`config.mk`:
```
export PLATFORM = sky130hd
export DESIGN_NAME = forward_arbiter
export DESIGN_NICKNAME = d
export VERILOG_FILES = /design/src/rtl/forward_arbiter_pkg.sv /design/src/rtl/forward_arbiter_rr_pick.sv /design/src/rtl/forward_arbiter.sv
export SDC_FILE = /design/constraint.sdc
export NUM_CORES = 1
export LEC_CHECK = 0
export ABC_AREA = 1
export BUFFER_PORTS_ARGS = -buffer_cell sky130_fd_sc_hd__buf_4
export CAP_MARGIN = 10
export CORE_ASPECT_RATIO = 1.4
export CORE_MARGIN = 2
export CORE_UTILIZATION = 48
export CTS_CLUSTER_DIAMETER = 30
export CTS_CLUSTER_SIZE = 10
export DETAILED_ROUTE_END_ITERATION = 6
export PLACE_DENSITY = 0.79
export SLEW_MARGIN = 20
export SYNTH_ARGS = -nofsm -noshare
export SYNTH_HDL_FRONTEND = slang
export SYNTH_SLANG_ARGS = --single-unit
```
`constraint.sdc`:
```
create_clock -name sysClk -period 1.9 [get_ports sysClk]
set_input_delay 0.095 -clock sysClk [delete_from_list [all_inputs] [get_ports sysClk]]
set_output_delay 0.095 -clock sysClk [all_outputs]
set_load 0.05 [all_outputs]
```
`src/rtl/forward_arbiter_pkg.sv`:
```
// Shared types and helpers for the forward arbiter: FSM state encoding and
// the width of the requester tag.
package forward_arbiter_pkg;

  typedef enum logic {
    IDLE     = 1'b0,
    WAIT_ACK = 1'b1
  } arbState_e;

  // A tag always needs at least one bit, even for two requesters.
  function automatic int tagWidth(input int numReq);
    return (numReq <= 2) ? 1 : $clog2(numReq);
  endfunction

endpackage

```
`src/rtl/forward_arbiter_rr_pick.sv`:
```
// Combinational round-robin picker: finds the first requester at or after
// lastGrant_i+1 (wrapping) whose request bit is set.
module rr_pick
  import forward_arbiter_pkg::*;
#(
  parameter int NUM_REQ = 4
) (
  input  logic [NUM_REQ-1:0]           reqVec_i,
  input  logic [tagWidth(NUM_REQ)-1:0] lastGrant_i,
  output logic                         found_o,
  output logic [tagWidth(NUM_REQ)-1:0] index_o
);

  localparam int TW = tagWidth(NUM_REQ);

  logic [2*NUM_REQ-1:0] doubled;
  logic [NUM_REQ-1:0]   rotated;

  // Rotate so bit 0 is the requester after the last grant, then take the
  // lowest set bit; scanning downwards lets the lowest offset win.
  always_comb begin
    doubled = {reqVec_i, reqVec_i} >> (int'(lastGrant_i) + 1);
    rotated = doubled[NUM_REQ-1:0];
    found_o = 1'b0;
    index_o = '0;
    for (int k = NUM_REQ - 1; k >= 0; k--) begin
      if (rotated[k]) begin
        found_o = 1'b1;
        index_o = TW'((int'(lastGrant_i) + 1 + k) % NUM_REQ);
      end
    end
  end

endmodule

```
`src/rtl/forward_arbiter.sv`:
```
// Round-robin arbiter that forwards one requester word at a time over a
// toggle-handshake channel, with a WAIT_ACK timeout counter.
module forward_arbiter
  import forward_arbiter_pkg::*;
#(
  parameter int NUM_REQ        = 4,
  parameter int DATA_WIDTH     = 32,
  parameter int TIMEOUT_CYCLES = 1023
) (
  input  logic                          sysClk,
  input  logic                          sysReset,
  input  logic [NUM_REQ-1:0]            reqValid,
  input  logic [NUM_REQ*DATA_WIDTH-1:0] reqData,
  output logic [NUM_REQ-1:0]            reqAck,
  output logic                          chanToggle,
  output logic [DATA_WIDTH-1:0]         chanData,
  output logic [tagWidth(NUM_REQ)-1:0]  chanTag,
  input  logic                          chanAckToggle,
  output logic                          busy,
  output logic [15:0]                   timeoutCount
);

  localparam int TW      = tagWidth(NUM_REQ);
  localparam int TIMER_W = $clog2(TIMEOUT_CYCLES + 1);
  localparam logic [TIMER_W-1:0] TIMER_LAST = TIMER_W'(TIMEOUT_CYCLES);

  arbState_e              state_q, state_d;
  logic [TW-1:0]          lastGrant_q, lastGrant_d;
  logic                   chanToggle_q, chanToggle_d;
  logic [DATA_WIDTH-1:0]  chanData_q, chanData_d;
  logic [TW-1:0]          chanTag_q, chanTag_d;
  logic [NUM_REQ-1:0]     reqAck_q, reqAck_d;
  logic [TIMER_W-1:0]     timer_q, timer_d;
  logic [15:0]            timeoutCount_q, timeoutCount_d;

  logic                   pickFound;
  logic [TW-1:0]          pickIndex;
  logic [DATA_WIDTH-1:0]  reqWord [NUM_REQ];
  logic                   chanFree;

  rr_pick #(.NUM_REQ(NUM_REQ)) u_rrPick (
    .reqVec_i    (reqValid),
    .lastGrant_i (lastGrant_q),
    .found_o     (pickFound),
    .index_o     (pickIndex)
  );

  always_comb begin
    for (int i = 0; i < NUM_REQ; i++) begin
      reqWord[i] = reqData[i*DATA_WIDTH +: DATA_WIDTH];
    end
  end

  assign chanFree = (chanToggle_q == chanAckToggle);

  always_comb begin
    state_d        = state_q;
    lastGrant_d    = lastGrant_q;
    chanToggle_d   = chanToggle_q;
    chanData_d     = chanData_q;
    chanTag_d      = chanTag_q;
    reqAck_d       = '0;
    timer_d        = timer_q;
    timeoutCount_d = timeoutCount_q;
    case (state_q)
      IDLE: begin
        if (chanFree && pickFound) begin
          state_d      = WAIT_ACK;
          lastGrant_d  = pickIndex;
          chanToggle_d = ~chanToggle_q;
          chanData_d   = reqWord[pickIndex];
          chanTag_d    = pickIndex;
          reqAck_d     = NUM_REQ'(1) << pickIndex;
          timer_d      = '0;
        end
      end
      WAIT_ACK: begin
        // An ack wins over a timeout landing on the same edge.
        if (chanAckToggle == chanToggle_q) begin
          state_d = IDLE;
          timer_d = '0;
        end else if (timer_q == TIMER_LAST) begin
          timer_d = '0;
          if (timeoutCount_q != 16'hFFFF) begin
            timeoutCount_d = timeoutCount_q + 16'd1;
          end
        end else begin
          timer_d = timer_q + 1'b1;
        end
      end
    endcase
  end

  always_ff @(posedge sysClk) begin
    if (sysReset) begin
      state_q        <= IDLE;
      lastGrant_q    <= TW'(NUM_REQ - 1);
      chanToggle_q   <= 1'b0;
      chanData_q     <= '0;
      chanTag_q      <= '0;
      reqAck_q       <= '0;
      timer_q        <= '0;
      timeoutCount_q <= '0;
    end else begin
      state_q        <= state_d;
      lastGrant_q    <= lastGrant_d;
      chanToggle_q   <= chanToggle_d;
      chanData_q     <= chanData_d;
      chanTag_q      <= chanTag_d;
      reqAck_q       <= reqAck_d;
      timer_q        <= timer_d;
      timeoutCount_q <= timeoutCount_d;
    end
  end

  assign reqAck       = reqAck_q;
  assign chanToggle   = chanToggle_q;
  assign chanData     = chanData_q;
  assign chanTag      = chanTag_q;
  assign busy         = (state_q == WAIT_ACK);
  assign timeoutCount = timeoutCount_q;

endmodule

```
Yosys cells after proc, flatten, opt, wreduce, memory -nomap -nowiden
Cells that the tools add are included.
{"block": "op_classes", "n_shift": 2, "bitwise": 5, "muxes": 18, "magnitude_cmp": 1, "add_sub_neg": 6, "eq_ne": 5, "reduce_logical": 4}
{"op": "$bmux W32 S2", "n": 1}
{"op": "$mux W32", "n": 2}
{"op": "$mux W10", "n": 3}
{"op": "$pmux W10 S2", "n": 1}
{"op": "$add A16 B1 Y16 const B", "n": 1}
{"op": "$ne A16 B16 Y1 const B", "n": 1}
{"op": "$add A10 B1 Y10 const B", "n": 1}
{"op": "$eq A10 B10 Y1 const B", "n": 1}
{"op": "$mux W2", "n": 4}
{"op": "$shr A8 B3 Y4", "n": 1}
{"op": "$mux W1", "n": 6}
{"op": "$add A2 B2 Y2 const B", "n": 2}
{"op": "$not A1 Y1", "n": 4}
{"op": "$reduce_and A4 Y1", "n": 1}
{"op": "$shl A1 B2 Y4 const A", "n": 1}
{"op": "$add A2 B1 Y3 const B", "n": 1}
{"op": "$ge A3 B3 Y1 const B", "n": 1}
{"op": "$not A2 Y3", "n": 1}
{"op": "$reduce_or A3 Y1", "n": 1}
{"op": "$add A2 B1 Y2 const B", "n": 1}
{"op": "$eq A1 B1 Y1", "n": 2}
{"op": "$ne A2 B2 Y1 const B", "n": 1}
{"op": "$pmux W1 S2", "n": 1}
{"op": "$reduce_and A2 Y1", "n": 1}
{"op": "$logic_and A1 B1 Y1", "n": 1}
{"block": "totals", "output_inout_bits": 56, "in_bits": 135, "word_cells": 49, "ff_bits": 68}

Longest topological paths before layout
{"block": "logic_depth", "word_depth": 10, "mapped_depth": 15, "ltp_nobuf": 14}

Hierarchy
From an unflattened synthesis, not the netlist that was laid out.
{"block": "hier_totals", "cells_unflattened": 682, "hier_area_um2": 4161.5}
{"mod": "forward_arbiter", "seq_area_each_um2": 1361.3, "cells_each": 639, "area_per_inst_um2": 3938.8, "n_inst": 1}
{"mod": "rr_pick", "seq_area_each_um2": 0.0, "cells_each": 43, "area_per_inst_um2": 222.7, "n_inst": 1}

Worst setup path before layout
Ideal clock, no wire load.
{"block": "synth_timing", "path_kind": "register to register", "startpoint": "register timeoutCount_q[0], in the netlist timeoutCount[0]", "endpoint": "register timeoutCount_q[6], in the netlist timeoutCount[6]", "setup_slack_ns": -0.147, "path_buffers": 1, "path_stages_with_launch": 10, "arrival_ns": 1.914, "synth_period_minus_slack_ns": 2.047, "required_ns": 1.766, "setup_time_ns": 0.134, "cell_sequence": "dfxtp_1 > ha_1 > nand3_1 > nor2_1 > nand3_1 > nand3_4 > clkinv_2 > buf_6 > nand2_1 > a21oi_1"}
{"block": "synth_via", "elab_chain_len": 2, "elab_cells_between_ends": 3, "classes_between": "add/sub (1); eq/ne (1); reduce/logical (1)"}
{"element": "start: declaration", "line": "forward_arbiter.sv:34", "text": "logic [15:0] timeoutCount_q, timeoutCount_d;"}
{"element": "start signal: assignment", "line": "forward_arbiter.sv:112", "text": "timeoutCount_q <= timeoutCount_d;"}
{"element": "parallel branches: the longest is 2 deep, another holds $add A16 B1 Y16"}
Parallel ways; which one is timed is not known.
A chain may end at the register's enable or synchronous reset.

Worst setup path in the final report
{"block": "layout_timing", "startpoint": "register timer_q[1]", "endpoint": "register timeoutCount_q[0], in the netlist timeoutCount[0]"}
{"block": "layout_via", "elab_chain_len": 2}
{"element": "start: declaration", "line": "forward_arbiter.sv:33", "text": "logic [TIMER_W-1:0] timer_q, timer_d;"}
{"element": "start signal: assignment", "line": "forward_arbiter.sv:111", "text": "timer_q <= timer_d;"}
{"element": "$eq A10 B10 Y1", "line": "forward_arbiter.sv:82", "text": "end else if (timer_q == TIMER_LAST) begin"}
{"element": "$reduce_and A4 Y1 (no line)"}
No other way between the ends.

==> summary.md <==
| Metric | Value |
|---|---|
| Nets | 1091 |
| Crit path required time | 2.17 ns |
| Main synth FF type | dfxtp_1 |
| Period utilization | 97.14% |
| Rows | 42 |
| Critical Path Sink Type | flip-flop |
| Gr ovfl total | 0 |
| RSZ-0062 raised after global routing | yes |
| Top sig layer | met4 |
| #FFs+latches synth | 68 |
| Vias | 5426 |
| Number of synthesized flops with an enable pin | 0 |
| Clock Sinks | 68 |
| Core box area | 9459 µm² |
| Max cap viols | 0 |
| Syn nets | 880 |
| DR DRC count | 0 |
| GP Congestion | 0.9638 |
| Yosys warnings | 0 |
| Wire length on met1 | 5681 µm |
| Mapped Avg Cell Area | 6.293 µm² |
| Clock Path Buffers | 2 |
| Status | complete, no violations |
| HPWL after DPL | 10910 µm |
| Io pins | 191 |
| Deepest level of the CTS H-tree | 3 |
| Total power | 12.61 mW |
| Total CTS buffers | 9 |
| Yosys top cell by area | dfxtp_1 |
| Crit path DAT | 2.11 ns |
| IO Port Bufs | 190 |
| Cells after DPL | 1041 |
| CP Launch Type | flip-flop |
| Min-Delay Path Class | input port to flip-flop |
| Max VDD drop | 1.049 mV |
| Worst rel slew slack | 65.24% |
| Vias in the first global route | 4860 |
| Pin slew with the least headroom to its limit | 0.5195 ns |
| Post-Place Cell Area | 6357 µm² |
| Area share of the largest cell type after synthesis | 29.11% |
| Filler cells | 765 |
| First-pass GRT wire length | 22500 µm |
| Final min period | 1.846 ns |
| Largest net degree at the start of global routing | 39 |
| Distinct cells, synth | 38 |
| Final Hold Fails | 0 |
| P_leak | 3.638 nW |
| Die footprint | 10560 µm² |
| Die height | 120.8 µm |
| Top post-synthesis cells by area | dfxtp_1 (29%), nand2_1 (15%), nand3_1 (13%) |
| Fin area | 6933 µm² |
| Per-cell routed wire length | 14.18 µm |
| Power Density | 1819 nW/µm² |
| CTS root buf | clkbuf_16 |
| Initial Util | 49.43% |
| Gr usage total | 27.01% |
| Worst skew pair latency | 0.34 ns |
| Metal2 WL | 7829 µm |
| 1st-pass router iterations | 4 |
| F_max | 541.8 MHz |
| Post-synthesis cell count | 743 |
| Layout overhead on the synthesized area | 48.27% |
| Detailed Route WL | 15160 µm |
| Layout cells sized above 1 | 31.60% |
| Final setup violation count | 0 |
| ANT cells | 0 |
| Crit Path Max Fanout | 7 |
| Flop-to-flop setup slack | 0.05 ns |
| Post-CTS Hold Fix Bufs | 0 |
| CTS tree | done |
| Post-synthesis sequential area ratio | 29.11% |
| Layout Skew | 0.005142 ns |
| End-of-flow core utilization | 73.29% |
| Antenna-violating nets left | 0 |
| Critical path type | flip-flop to flip-flop |
| Fin cells | 1069 |
| Hold_ws | 0.09276 ns |
| 1st-iter DRT viols | 262 |
| Routed length on met3 | 1165 µm |
| Chip Width | 87.42 µm |
| Post-DR vias/cell | 5.076 |
| Fraction of registers with async set/reset | 0% |
| Initial antenna violation count | 0 |
| Clock slew at reported path FFs | 0.06 ns |
| Mapped cell area | 4676 µm² |
| Final Max Tran Viols | 0 |
[metal layers]
metal,up-vias,global-route usage [%]
met5,-,0
li1,2746,-
met4,0,11.06
met1,2408,31.40
met3,38,7.099
met2,234,46.16
[through the flow]
| stage | TNS, ns | worst slack [ns] |
|---|---|---|
| final | 0 | 0.05428 |
| after CTS | 0 | 0.02665 |
| after global placement | 0 | 0.09645 |
| after detailed placement | 0 | 0.06084 |
| after floorplan | 0 | 0.05652 |
| after global routing | -0.5294 | -0.05454 |
[registers in the layout, indices dropped and copies added (netlist names)]
name          cells
chanTag           2
timer_q          10
reqAck            4
busy              1
chanToggle        1
chanData         32
timeoutCount     16
lastGrant_q       2
[cells in the final DEF (no fill, tap or decap), drive strengths merged]
cell    Yosys  layout
nand4       4       4
a21oi      27      27
o21a       34      34
a31oi       1       1
nand3     128     129
a211oi      3       3
dfxtp      68      68
nor3       11      11
xor2        8       8
nor2       51      51
bufinv      0       1
o21ai       6       6
clkinv      1       4
xnor2       8       8
or2         1       1
nand3b      1       1
ha          2       2
nor3b      14      14
nor4        1       1
and2        1       1
buf        32     233
inv       137     138
nand2     195     196
clkbuf      7      15
o211ai      2       2
[path summary, 6_finish.rpt]
kind                                   start               to  cells after the start
worst min-delay path            reqData[118]     chanData[22]                      5
worst min register to register    chanTag[1]       chanTag[1]                      2
worst max register to register    timer_q[1]  timeoutCount[0]                     10
worst max-delay path              timer_q[1]  timeoutCount[0]                     10
[Yosys cell counts (3+ instances only)]
cell / instances
nand2_1: 190
inv_1: 129
nand3_1: 125
dfxtp_1: 68
nor2_1: 46
o21a_1: 34
a21oi_1: 27
buf_2: 13
buf_4: 10
buf_6: 9
inv_2: 8
nor3_1: 8
nor3b_2: 8
xnor2_1: 8
xor2_1: 8
clkbuf_1: 6
nor3b_1: 6
nand4_1: 4
nor2_2: 4
a211oi_1: 3
nand2_2: 3
nor3_2: 3
o21ai_1: 3
[critical path, cell delays in order (launching register included)]
cell and delay (ns):
dfxtp_2 0.36, ha_4 0.15, nand2_2 0.06, nor3_2 0.21
nand2_1 0.10, nor2_2 0.14, nand2_2 0.10, inv_4 0.07
nand3_4 0.18, or2_0 0.28, a21oi_1 0.11
[what timing repair did]
action                     CTS  global route
setup endpoints to repair    0            51
resized for setup            0            36
setup buffers                0             6
[final cells by class]
cell class                 count  area [µm²]  share of cell area (%)
timing repair buffer         236        1951                   28.14
sequential                    68        1371                   19.78
multi-input combinational    500        2626                   37.88
clock inverter                 4       48.80                  0.7038
tap                          110       137.6                   1.985
timing repair inverter         1       8.758                  0.1263
clock buffer                  12       246.5                   3.555
inverter                     138       543.0                   7.833
[logic make-up after synthesis]
kind of cell | count (synthesis) | synth area share, %
AOI/OAI and AO/OA | 73 | 10.01
buffers and inverters | 177 | 16.86
DFF | 68 | 29.11
xor gates and xnor gates | 16 | 2.997
adders and majority gates | 2 | 0.5351
and+or+nand+nor | 407 | 40.49
[power by group]
group / switching, mW / leakage (nW) / internal, mW
Clock: 0.627 / 0.147 / 1.05
Combinational: 5.37 / 2.93 / 3.45
Sequential: 0.267 / 0.559 / 1.85
Power figures use the tool's default switching activity.
